### src/rtl/count_enable_seq.sv
// Paced enable generator for first_counter: start/stop requests become a train of 1-cycle
// enable pulses every PRESCALE+1 clocks, burst or continuous. Optional pause port: COUNT_SEQ_PAUSE_EN.
module count_enable_seq #(
    parameter int PRE_W = 8,
    parameter int LEN_W = 8
) (
    input  logic             clock,
    input  logic             reset,
    input  logic             start,
    input  logic             stop,
`ifdef COUNT_SEQ_PAUSE_EN
    input  logic             pause,
`endif
    input  logic [PRE_W-1:0] prescale,
    input  logic [LEN_W-1:0] burst_len,
    output logic             enable,
    output logic             busy,
    output logic             done,
    output logic [LEN_W-1:0] pulse_count
);

    typedef enum logic [1:0] {
        ST_IDLE = 2'd0,
        ST_RUN  = 2'd1,
        ST_DONE = 2'd2
    } state_t;

    state_t             state_reg, state_next;
    logic [PRE_W-1:0]   pre_reg, pre_next;
    logic [LEN_W-1:0]   len_reg, len_next;
    logic [PRE_W-1:0]   pre_cnt_reg, pre_cnt_next;
    logic [LEN_W-1:0]   count_reg, count_next;
    logic               enable_reg, enable_next;
    logic               done_reg, done_next;
    logic               pause_int;
    logic [LEN_W-1:0]   count_inc;

`ifdef COUNT_SEQ_PAUSE_EN
    assign pause_int = pause;
`else
    assign pause_int = 1'b0;
`endif

    assign count_inc = count_reg + LEN_W'(1);

    always_ff @(posedge clock) begin
        if (reset) begin
            state_reg   <= ST_IDLE;
            pre_reg     <= '0;
            len_reg     <= '0;
            pre_cnt_reg <= '0;
            count_reg   <= '0;
            enable_reg  <= 1'b0;
            done_reg    <= 1'b0;
        end else begin
            state_reg   <= state_next;
            pre_reg     <= pre_next;
            len_reg     <= len_next;
            pre_cnt_reg <= pre_cnt_next;
            count_reg   <= count_next;
            enable_reg  <= enable_next;
            done_reg    <= done_next;
        end
    end

    always_comb begin
        state_next   = state_reg;
        pre_next     = pre_reg;
        len_next     = len_reg;
        pre_cnt_next = pre_cnt_reg;
        count_next   = count_reg;
        enable_next  = 1'b0;
        done_next    = 1'b0;

        unique case (state_reg)
            ST_IDLE: begin
                // stop wins over a simultaneous start
                if (!stop && start) begin
                    pre_next     = prescale;
                    len_next     = burst_len;
                    pre_cnt_next = '0;
                    count_next   = '0;
                    state_next   = ST_RUN;
                end
            end
            ST_RUN: begin
                if (stop) begin
                    state_next = ST_IDLE;
                end else if (pause_int) begin
                    state_next = ST_RUN;
                end else if (pre_cnt_reg != pre_reg) begin
                    pre_cnt_next = pre_cnt_reg + PRE_W'(1);
                end else begin
                    pre_cnt_next = '0;
                    enable_next  = 1'b1;
                    count_next   = count_inc;
                    // a zero length means run until stopped; the count just wraps
                    if (len_reg != '0 && count_inc == len_reg) begin
                        state_next = ST_DONE;
                    end
                end
            end
            ST_DONE: begin
                done_next  = 1'b1;
                state_next = ST_IDLE;
            end
            default: begin
                state_next = ST_IDLE;
            end
        endcase
    end

    assign enable      = enable_reg;
    assign done        = done_reg;
    assign busy        = (state_reg != ST_IDLE);
    assign pulse_count = count_reg;

endmodule

### config.mk
export PLATFORM = sky130hd
export DESIGN_NAME = count_enable_seq
export DESIGN_NICKNAME = d
export VERILOG_FILES = /design/src/rtl/count_enable_seq.sv
export SDC_FILE = /design/constraint.sdc
export NUM_CORES = 1
export LEC_CHECK = 0
export BUFFER_PORTS_ARGS = -buffer_cell sky130_fd_sc_hd__buf_4
export CORE_MARGIN = 2
export CORE_UTILIZATION = 30
export DETAILED_ROUTE_END_ITERATION = 10
export HOLD_SLACK_MARGIN = 0.05
export SLEW_MARGIN = 20
export SYNTH_ARGS = -nofsm -noshare
export SYNTH_HDL_FRONTEND = slang
export SYNTH_SLANG_ARGS = --single-unit
### constraint.sdc
create_clock -name clock -period 6.9 [get_ports clock]
set_clock_uncertainty 0.2 [all_clocks]
set_input_delay 0 -clock clock [delete_from_list [all_inputs] [get_ports clock]]
set_output_delay 0 -clock clock [all_outputs]
set_load 0.03 [all_outputs]
Word-level counts from Yosys, hierarchy flattened
Cells that the tools add are included.
{ "word_totals": {"regBits": 36, "in_bits": 20, "output_inout_bits": 11, "elab_cells": 45} }
{ "op_classes": {"addsub": 2, "eq_ne": 9, "muxes": 14, "n_bitwise": 1, "reduce_logical": 12} }
{ "ops": {"columns": ["op", "count"], "rows": [
  ["$mux W8", 5],
  ["$pmux W8 S2", 2],
  ["$add A8 B1 Y8 const B", 2],
  ["$eq A8 B8 Y1", 1],
  ["$mux W2", 4],
  ["$ne A8 B8 Y1", 1],
  ["$reduce_bool A8 Y1", 1],
  ["$ne A2 B2 Y1 const B", 3],
  ["$ne A3 B3 Y1 const B", 2],
  ["$reduce_and A3 Y1", 2],
  ["$pmux W2 S2", 1],
  ["$reduce_and A4 Y1", 1],
  ["$reduce_bool A2 Y1", 2],
  ["$reduce_or A3 Y1", 1],
  ["$eq A2 B1 Y1 const B", 1],
  ["$eq A2 B2 Y1 const B", 1],
  ["$logic_and A1 B1 Y1", 2],
  ["$logic_not A2 Y1", 1],
  ["$mux W1", 2],
  ["$reduce_and A2 Y1", 1],
  ["$logic_not A1 Y1", 1],
  ["$not A1 Y1", 1]
]} }

Depth between registers and ports, before layout
Gate-level depths: netlist of the first run.
{ "logic_depth": {"word_depth": 7, "ltp_mapped": 7, "mapped_depth_nobuf": 6} }

Least setup slack after synthesis of the first run
OpenSTA, ideal clock, no wires.
{ "synth_path": {"kind": "register -> register", "startpoint": "reg pre_cnt_reg[3]", "endpoint": "reg count_reg[5], in the netlist pulse_count[5]", "setup_time_ns": 0.096, "arrival_time_ns": 1.884, "t_required_ns": 6.604, "path_slack_ns": 4.721, "path_stages_with_launch": 7, "n_path_buf": 1, "synth_period_minus_slack_ns": 2.179, "path_cell_list": "dfxtp_1 -> xor2_1 -> nor4_2 -> nand2_1 -> or4_1 -> buf_2 -> o41ai_2"} }
{ "synth_between": {"elab_chain_len": 3} }
{ "synth_lines": {"columns": ["item", "line_no", "rtl"], "rows": [
  ["start, declared", "31", "logic [PRE_W-1:0] pre_cnt_reg, pre_cnt_next;"],
  ["start signal, assigned", "59", "pre_cnt_reg <= pre_cnt_next;"],
  ["$ne A8 B8 Y1", "91", "end else if (pre_cnt_reg != pre_reg) begin"],
  ["$ne A2 B2 Y1 (no source line)", null, null],
  ["$reduce_and A4 Y1 (no source line)", null, null],
  ["end signal, assigned", "60", "count_reg <= count_next;"],
  ["end, declared", "32", "logic [LEN_W-1:0] count_reg, count_next;"]
]} }
No other way between the ends.
A chain may end at the register's enable or synchronous reset.

Final worst setup path of the first run
{ "layout_path": {"startpoint": "reg state_reg[0]", "endpoint": "reg len_reg[0]"} }
{ "layout_between": {"elab_chain_len": 2} }
{ "layout_lines": {"columns": ["item", "line_no", "rtl"], "rows": [
  ["start, declared", "28", "state_t state_reg, state_next;"],
  ["start signal, assigned", "56", "state_reg <= state_next;"],
  ["$logic_not A2 Y1", "75", "unique case (state_reg)"],
  ["$reduce_and A2 Y1 (no source line)", null, null],
  ["end signal, assigned", "58", "len_reg <= len_next;"],
  ["end, declared", "30", "logic [LEN_W-1:0] len_reg, len_next;"]
]} }
No other way between the ends.

==> run_results.csv, run 1 <==
group,metric,value,unit
run_status,status,"completed",
final_layout,finalInstanceArea,2735,sq um
worst_hold_path,hold_path.class,"reg -> reg",
final_layout,final_layout_size_suffix_gt1_share,14.80,%
floorplan,core-area,5886,sq um
worst_setup_path,r2r-end,"len_reg[0]$_SDFFE_PP0P_",
logic_synthesis,netlist_instances,224,
global_routing,grt_max_degree,29,
clock_network,cts.sink_count,36,
global_routing,antenna_found_initial,0,
routing,wirelength,5107,um
pwr,powerDensity,165.8,nW/um^2
placement,gp_congestion,0.8201,
clock_network,cts_root_buf,"clkbuf_8",
routing,viasPerCell,5.084,
floorplan,rows,28,
clock_network,cts_made_buffers,5,
timing,final_hold_viol_count,0,
timing,max_slew.worst_pin.slew,704.7,ps
logic_synthesis,yosys.area.top_type_share,39.72,%
global_routing,grt_usage,16.20,%
clock_network,cts_max_level,2,
clock_network,clk_pin_slew,70,ps
logic_synthesis,avgSynthCellArea,8.099,sq um
final_layout,fillerInstances,592,
floorplan,die_h,81.77,um
routing,dr.pass1.iters,4,
clock_network,clockBufferDepth,2,
worst_setup_path,crit_type,"reg -> reg",
timing,hold_ws,304.1,ps
timing,layout_min_cycle_time,2567,ps
clock_network,ctsHoldBuffers,53,
timing,drv_slew,0,
logic_synthesis,synth-main-ff-cell,"dfxtp_1",
pwr,p_total,0.4534,mW
final_layout,area_growth,50.76,%
worst_setup_path,reg2reg_slack,4330,ps
logic_synthesis,syn_area,1814,sq um
placement,io_buffers,30,
worst_setup_path,end_kind,"flip-flop",
clock_network,cts_tree,"built",
routing,drtAntennaViolNets,0,
logic_synthesis,synth_area_leader_cell,"dfxtp_1",
worst_hold_path,hp-start,"pre_cnt_reg[1]$_SDFFE_PP0P_",
worst_setup_path,startpoint_type,"flip-flop",
global_routing,first_global_vias,1755,
floorplan,die_w,81.77,um
run,cap_violations,0,
placement,dpl_worst_slack,4492,ps
worst_hold_path,holdPathStages,2,
clock_network,cts_resized,0,
worst_setup_path,reg2reg_depth,6,
floorplan,die-area,6686,sq um
logic_synthesis,synth-seq-area-share,39.72,%
logic_synthesis,yosys_warnings,0,
routing,drc,0,
worst_hold_path,holdPathEnd,"pre_cnt_reg[1]$_SDFFE_PP0P_",
final_layout,nNetsFinal,326,
logic_synthesis,synth_cell_type_count,45,
timing,rsz0062_at_grt,"false",
placement,dp.cells,319,
timing,finalWorstSetupSlack,4333,ps
pwr,combPwrFrac,15.4,%
worst_setup_path,critPathArrivalTime,2590,ps
floorplan,start_util,30.82,%
final_layout,final_util,46.47,%
global_routing,grt_pass1_wl,8280,um
worst_setup_path,path_max_fanout,16,
routing,via_count,1927,
pwr,sequentialPowerShare,48.0,%
floorplan,num_io_pins,31,
clock_network,postCtsSetupBuffers,0,
logic_synthesis,synth_edf_count,0,
logic_synthesis,synth_seq_cells,36,
timing,max_slew_margin,52.88,%
global_routing,grt_overflow,0,
timing,setup_viol,0,
timing,fmax,389.5,MHz
routing,drt_iter0_drc,98,
final_layout,antennaDiodeCount,0,
final_layout,layout.cells.non_filler,379,
pwr,clockPowerShare,36.5,%
placement,hpwlAfterDp,3089,um
pwr,p_leak,1.135,nW
logic_synthesis,async_reset_ff_share,0,%
pwr,swShare,25.02,%
worst_setup_path,cp.required,6930,ps
timing,finalCritPeriodShare,37.21,%
timing,final.setup.tns,0,ps
pwr,power.internal,0.3400,mW
worst_setup_path,r2r_start,"state_reg[0]$_SDFFE_PP0P_",
clock_network,clock_latency,290,ps
logic_synthesis,synth_area_leaders,"dfxtp_1, nand2_1, a21oi_1, xor2_1, o21ai_0",
placement,placed_area,2108,sq um
logic_synthesis,syn_nets,246,
pwr,vdd.ir_drop.worst,0.07657,mV
routing,post_drt_wl_per_cell,13.47,um
pwr,p_sw,0.1135,mW
## synth_stat cells, types with 4 or more instances
master,count
a21oi_1,23
xnor2_1,6
nand3_1,7
nand2_1,43
o211ai_1,4
o21ai_0,11
xor2_1,12
nor2_1,7
o31ai_1,4
dfxtp_1,36
clkbuf_1,10
inv_1,6
## power by group through the flow
stage | clock, mW | sequential (mW) | combinational (mW)
after floorplan | 0 | 0.222 | 0.0307
after detailed placement | 0 | 0.223 | 0.0487
after CTS | 0.169 | 0.218 | 0.0684
final | 0.166 | 0.218 | 0.0700
after global routing | 0.177 | 0.218 | 0.0762
after global placement | 0 | 0.222 | 0.0484
## placed cells by master (no fill, tap or decap), types with 3 or more instances in the layout
master / instances
xor2_1: 12
xnor2_1: 6
nand2_1: 43
clkbuf_8: 7
o21ai_0: 11
o21a_1: 3
o22ai_1: 3
nor2_1: 7
a21oi_1: 23
o31ai_1: 4
dlygate4sd3_1: 53
o211ai_1: 4
inv_1: 6
nor2b_1: 3
nand3_1: 7
buf_4: 32
nor3_1: 3
dfxtp_1: 36
## worst max-delay path, cell delays in order (launching register included)
cell           delay, ps
dfxtp_1              380
nor4b_2              310
buf_4                270
nand2_1               80
dlygate4sd3_1        560
a21oi_1              130
dlygate4sd3_1        570
## kinds of logic (layout without fill, tap and decap cells)
group | count (synthesis) | count (layout) | synth area share [%]
AOI/OAI and AO/OA | 63 | 63 | 22.14
xor gates and xnor gates | 18 | 18 | 8.690
adders and majority gates | 2 | 2 | 1.379
buffers and inverters | 18 | 98 | 3.793
DFF | 36 | 36 | 39.72
muxes | 2 | 2 | 1.103
and+or+nand+nor | 85 | 85 | 23.17
## worst max-delay path by stage
stage                                            from                          end  depth (start not counted)
after floorplan           pre_cnt_reg[3]$_SDFFE_PP0P_  pulse_count[5]$_SDFFE_PP0P_                          6
after global placement    pre_cnt_reg[3]$_SDFFE_PP0P_  pulse_count[5]$_SDFFE_PP0P_                          5
after detailed placement  pre_cnt_reg[3]$_SDFFE_PP0P_  pulse_count[5]$_SDFFE_PP0P_                          5
after CTS                   state_reg[0]$_SDFFE_PP0P_      len_reg[0]$_SDFFE_PP0P_                          6
after global routing        state_reg[0]$_SDFFE_PP0P_      len_reg[0]$_SDFFE_PP0P_                          6
final                       state_reg[0]$_SDFFE_PP0P_      len_reg[0]$_SDFFE_PP0P_                          6
## routing by layer
metal	part of all wire [%]	vias to the layer above	global-route usage, %
met5	0	-	0
met4	1.6	0	7.333
met3	5.2	6	2.857
met2	48	49	25.85
met1	46	918	21.25
li1	-	954	-
## layout make-up
type	instances	area, sq um	area share (%)
inverter	6	22.52	0.8234
multi-input combinational	170	1031	37.69
tap	75	93.84	3.431
sequential	36	720.7	26.35
clock buffer	7	96.34	3.522
timing repair buffer	85	770.7	28.18
No activity file was read; power rests on OpenSTA's default activity.
==> inputs of run 2 (changes only) <==
clock period = 2.45 ns   (was 6.9 ns; I/O delays follow)
==> run_results.csv, run 2 (synthesis gave the netlist of run 1 again) <==
group,metric,value,unit
run_status,status,"completed",
worst_setup_path,cp_slowest_cell,"dlygate4sd3_1",
floorplan,start_util,30.82,%
clock_network,cts_tree,"built",
worst_setup_path,end_kind,"flip-flop",
global_routing,grt_pass1_wl,7700,um
final_layout,final_common_cell,"nand2_1",
clock_network,cts_made_buffers,5,
global_routing,grt_max_degree,29,
clock_network,cts_root_buf,"clkbuf_8",
worst_setup_path,path_max_fanout,4,
clock_network,clockBufferDepth,2,
global_routing,grt_overflow,0,
floorplan,die-area,6686,sq um
timing,final.setup.tns,0,ps
clock_network,cts.sink_count,36,
final_layout,seqCellArea,721.9,sq um
global_routing,first_global_vias,1657,
timing,finalCritPeriodShare,94.29,%
placement,io_buffers,30,
final_layout,multi_input_area,1040,sq um
final_layout,fillerInstances,601,
routing,drc,0,
final_layout,antennaDiodeCount,0,
floorplan,die_h,81.77,um
routing,wirelength,4604,um
pwr,p_leak,1.057,nW
floorplan,rows,28,
routing,drt_iter0_drc,167,
worst_setup_path,startpoint_type,"flip-flop",
floorplan,die_w,81.77,um
clock_network,cts_max_level,2,
timing,layout_min_cycle_time,2310,ps
worst_setup_path,path_buf_inv,1,
timing,max_slew.worst_pin.slew,661.9,ps
worst_setup_path,slowest_delay,560,ps
worst_setup_path,crit_type,"reg -> reg",
worst_setup_path,cp.required,2430,ps
worst_hold_path,hold_path.class,"reg -> reg",
routing,post_drt_wl_per_cell,12.51,um
placement,hpwlAfterDp,3109,um
clock_network,postCtsSetupBuffers,0,
timing,fmax,432.9,MHz
timing,drv_slew,0,
timing,setup_viol,0,
timing,final_hold_viol_count,0,
worst_setup_path,critical_path.top_delay_family,"simple AND/OR/NAND/NOR gates",
final_layout,nNetsFinal,315,
timing,rsz0062_at_grt,"false",
routing,dr.pass1.iters,4,
final_layout,final_layout_size_suffix_gt1_share,18.09,%
placement,gp_congestion,0.8018,
worst_setup_path,path_cells,"ha_1, nand3_1, or2_2, and2_1, o21ai_0, a21oi_1, dlygate4sd3_1",
routing,via_count,1840,
worst_setup_path,critPathArrivalTime,2290,ps
run,cap_violations,0,
timing,max_slew_margin,55.78,%
routing,viasPerCell,5.000,
global_routing,grt_usage,14.94,%
timing,finalWorstSetupSlack,139.9,ps
pwr,vdd.ir_drop.worst,0.2109,mV
floorplan,num_io_pins,31,
floorplan,core-area,5886,sq um
routing,drtAntennaViolNets,0,
clock_network,clk_pin_slew,80,ps
final_layout,final_cell_mix,"nand2_1, dlygate4sd3_1, buf_4, dfxtp_1, a21oi_1",
global_routing,antenna_found_initial,0,
placement,dpl_worst_slack,157.9,ps
final_layout,area_growth,44.55,%
pwr,powerDensity,481.5,nW/um^2
clock_network,clock_latency,290,ps
==> run 2: cell count changes in the layout (fill, tap and decap cells not counted), sizes merged <==
cell	change
buf	+5
dlygate4sd3	-16
==> run 2: power by group <==
group	switching [mW]	internal, mW	total, mW
logic	0.0865	0.101	0.188
clock network	0.211	0.251	0.461
registers	0.0141	0.599	0.613
total	0.311	0.951	1.26
==> run 2: worst paths after layout <==
path | cells past startpoint | to | slack (ps) | start
worst max-delay path | 7 | pre_cnt_reg[6]$_SDFFE_PP0P_ | 140 | pre_cnt_reg[1]$_SDFFE_PP0P_
worst max register to register | 7 | pre_cnt_reg[6]$_SDFFE_PP0P_ | 140 | pre_cnt_reg[1]$_SDFFE_PP0P_
worst min-delay path | 2 | pre_reg[2]$_SDFFE_PP0P_ | 280 | pre_reg[2]$_SDFFE_PP0P_
worst min register to register | 2 | pre_reg[2]$_SDFFE_PP0P_ | 280 | pre_reg[2]$_SDFFE_PP0P_
==> run 2: cell type report <==
class / count / share of cell area [%]
multi-input cells: 170 / 39.65
clock buffers: 7 / 3.674
flip-flops and latches: 36 / 27.53
repair buffers: 74 / 24.71
well taps: 75 / 3.578
inverters: 6 / 0.8588
==> run 2: layer usage <==
| metal | up-vias | track usage (%) | wire, um | part of all wire [%] |
|---|---|---|---|---|
| met2 | 39 | 23.74 | 2036 | 44 |
| met5 | - | 0 | 0 | 0 |
| li1 | 926 | - | - | - |
| met3 | 11 | 3.187 | 200 | 4.3 |
| met4 | 0 | 6.167 | 93 | 2.0 |
| met1 | 864 | 19.58 | 2273 | 49 |
==> run 2: per-stage QoR <==
step / cell area (sq um) / hold WS [ps] / util, % / cells / total power, mW
final: 2623 / 277.0 / 44.56 / 368 / 1.263
after global routing: 2623 / 296.0 / 44.56 / 368 / 1.318
after CTS: 2613 / 279.6 / 44.39 / 368 / 1.270
after detailed placement: 2146 / 57.72 / 36.46 / 324 / 0.7733
after global placement: 2146 / 49.33 / 36.46 / 324 / 0.7732
after floorplan: 1814 / -64.03 / - / 224 / 0.7107
==> run 2: timing repair <==
action / in CTS / in global routing
resized for setup: 0 / 3
hold buffers: 37 / 0
setup endpoints to repair: 0 / 3
endpoints found under the hold margin: 22 / 0
==> run 2: worst reg2reg max path: stages (launching register included) <==
cell           delay [ps]
dfxtp_1               390
ha_1                  210
nand3_1               120
or2_2                 320
and2_1                160
o21ai_0               160
a21oi_1                80
dlygate4sd3_1         560
==> inputs of run 3 (changes only) <==
--- a/config.mk
+++ b/config.mk
@@ -8,2 +8,4 @@
 export BUFFER_PORTS_ARGS = -buffer_cell sky130_fd_sc_hd__buf_4
+export CELL_PAD_IN_SITES_DETAIL_PLACEMENT = 0
+export CELL_PAD_IN_SITES_GLOBAL_PLACEMENT = 1
 export CORE_MARGIN = 2
@@ -12,2 +14,3 @@
 export HOLD_SLACK_MARGIN = 0.05
+export PLACE_DENSITY_LB_ADDON = 0.1
 export SLEW_MARGIN = 20
==> constraint.sdc (replaced) <==
create_clock -name clock -period 2.45 [get_ports clock]
set_clock_uncertainty 0.2 [all_clocks]
set_input_delay 0.3675 -clock clock [delete_from_list [all_inputs] [get_ports clock]]
set_output_delay 0.3675 -clock clock [all_outputs]
set_load 0.03 [all_outputs]
==> run_results.csv, run 3 (synthesis gave the netlist of run 1 again) <==
group,metric,value,unit
pwr,p_leak,0.9384,nW
worst_setup_path,cp.required,2450,ps
timing,max_slew.worst_pin.slew,685.3,ps
clock_network,cts_resized,0,
placement,dpl_worst_slack,133.0,ps
timing,layout_min_cycle_time,2199,ps
worst_hold_path,hp-start,"prescale[0]",
worst_setup_path,r2r_start,"pre_cnt_reg[3]$_SDFFE_PP0P_",
routing,wirelength,4771,um
floorplan,rows,28,
worst_setup_path,reg2reg_slack,250,ps
run_status,status,"completed",
final_layout,final_common_cell,"nand2_1",
final_layout,final_layout_size_suffix_gt1_share,20.08,%
routing,viasPerCell,4.976,
worst_setup_path,r2r-end,"pulse_count[5]$_SDFFE_PP0P_",
clock_network,cts.sink_count,36,
routing,drtAntennaViolNets,0,
timing,drv_slew,0,
clock_network,postCtsSetupBuffers,0,
floorplan,core-area,5886,sq um
placement,io_buffers,30,
floorplan,start_util,30.82,%
pwr,vdd.ir_drop.worst,0.2214,mV
clock_network,cts_made_buffers,5,
routing,drt_iter0_drc,94,
global_routing,grt_overflow,0,
final_layout,antennaDiodeCount,0,
worst_setup_path,path_max_fanout,9,
floorplan,num_io_pins,31,
worst_setup_path,startpoint_type,"flip-flop",
clock_network,cts_root_buf,"clkbuf_8",
routing,post_drt_wl_per_cell,14.28,um
clock_network,clk_pin_slew,80,ps
run,cap_violations,0,
worst_hold_path,holdPathEnd,"pre_reg[0]$_SDFFE_PP0P_",
clock_network,cts_tree,"built",
worst_hold_path,holdPathStages,3,
placement,hpwlAfterDp,3367,um
timing,finalCritPeriodShare,89.74,%
timing,max_slew_margin,54.22,%
worst_setup_path,critPathArrivalTime,2200,ps
global_routing,grt_usage,15.56,%
clock_network,clockBufferDepth,2,
floorplan,die-area,6686,sq um
worst_setup_path,crit_type,"reg -> reg",
worst_setup_path,end_kind,"flip-flop",
clock_network,ctsHoldBuffers,0,
routing,dr.pass1.iters,4,
floorplan,die_w,81.77,um
global_routing,first_global_vias,1508,
final_layout,final_cell_mix,"nand2_1, buf_4, dfxtp_1, a21oi_1, xor2_1",
global_routing,antenna_found_initial,0,
global_routing,grt_max_degree,29,
floorplan,die_h,81.77,um
global_routing,grt_pass1_wl,7755,um
placement,gp_congestion,0.7450,
routing,via_count,1662,
routing,drc,0,
timing,hold_ws,123.3,ps
timing,fmax,454.8,MHz
clock_network,cts_max_level,2,
worst_setup_path,reg2reg_depth,5,
timing,final_hold_viol_count,0,
worst_hold_path,hold_path.class,"in -> reg",
final_layout,final_util,38.31,%
final_layout,nNetsFinal,280,
clock_network,clock_latency,290,ps
timing,finalWorstSetupSlack,251.4,ps
final_layout,area_growth,24.28,%
timing,final.setup.tns,0,ps
timing,rsz0062_at_grt,"false",
timing,setup_viol,0,
pwr,powerDensity,537.1,nW/um^2
==> run 3: worst max-delay path, stage by stage (launching register included) <==
cell,delay (ps)
dfxtp_1,350
xor2_1,180
nor4_2,320
nand2_1,150
or4_4,580
o41ai_2,320
==> run 3: cell type report <==
type                            instances  area (sq um)
Fill cell                             633          3631
Clock buffer                            8         90.09
Timing Repair Buffer                   39         292.8
Inverter                                6         22.52
Sequential cell                        36         720.7
Multi-Input combinational cell        170          1035
Tap cell                               75         93.84
==> run 3: worst max-delay path by stage <==
stage | from | end | slack (ps)
floorplan | pre_cnt_reg[3]$_SDFFE_PP0P_ | pulse_count[5]$_SDFFE_PP0P_ | 270
global route | pre_cnt_reg[3]$_SDFFE_PP0P_ | state_reg[1]$_SDFFE_PP0P_ | 100
finish | pre_cnt_reg[3]$_SDFFE_PP0P_ | pulse_count[5]$_SDFFE_PP0P_ | 250
CTS | pre_cnt_reg[3]$_SDFFE_PP0P_ | pulse_count[5]$_SDFFE_PP0P_ | 110
detailed placement | pre_cnt_reg[3]$_SDFFE_PP0P_ | pulse_count[5]$_SDFFE_PP0P_ | 130
global placement | pre_cnt_reg[3]$_SDFFE_PP0P_ | pulse_count[5]$_SDFFE_PP0P_ | 170
==> run 3: per-layer routing <==
layer | wire [um] | share of wire [%] | GRT usage [%] | up-vias
li1 | - | - | - | 862
met1 | 2575 | 54 | 23.36 | 765
met2 | 1962 | 41 | 21.63 | 33
met3 | 206 | 4.3 | 3.956 | 2
met4 | 27 | 0.57 | 4.500 | 0
met5 | 0 | 0 | 0 | -
==> run 3: power by group <==
| part | total, mW | switching [mW] | internal (mW) |
|---|---|---|---|
| combinational | 0.150 | 0.0815 | 0.0683 |
| sequential | 0.613 | 0.0138 | 0.599 |
| clock | 0.448 | 0.219 | 0.230 |
| total | 1.21 | 0.314 | 0.897 |
==> run 3: through the flow <==
step	area, sq um	power, mW	instances
finish	2255	1.211	334
global route	2255	1.272	334
CTS	2251	1.232	334
detailed placement	2161	0.7762	326
global placement	2161	0.7765	326
floorplan	1814	0.7107	224
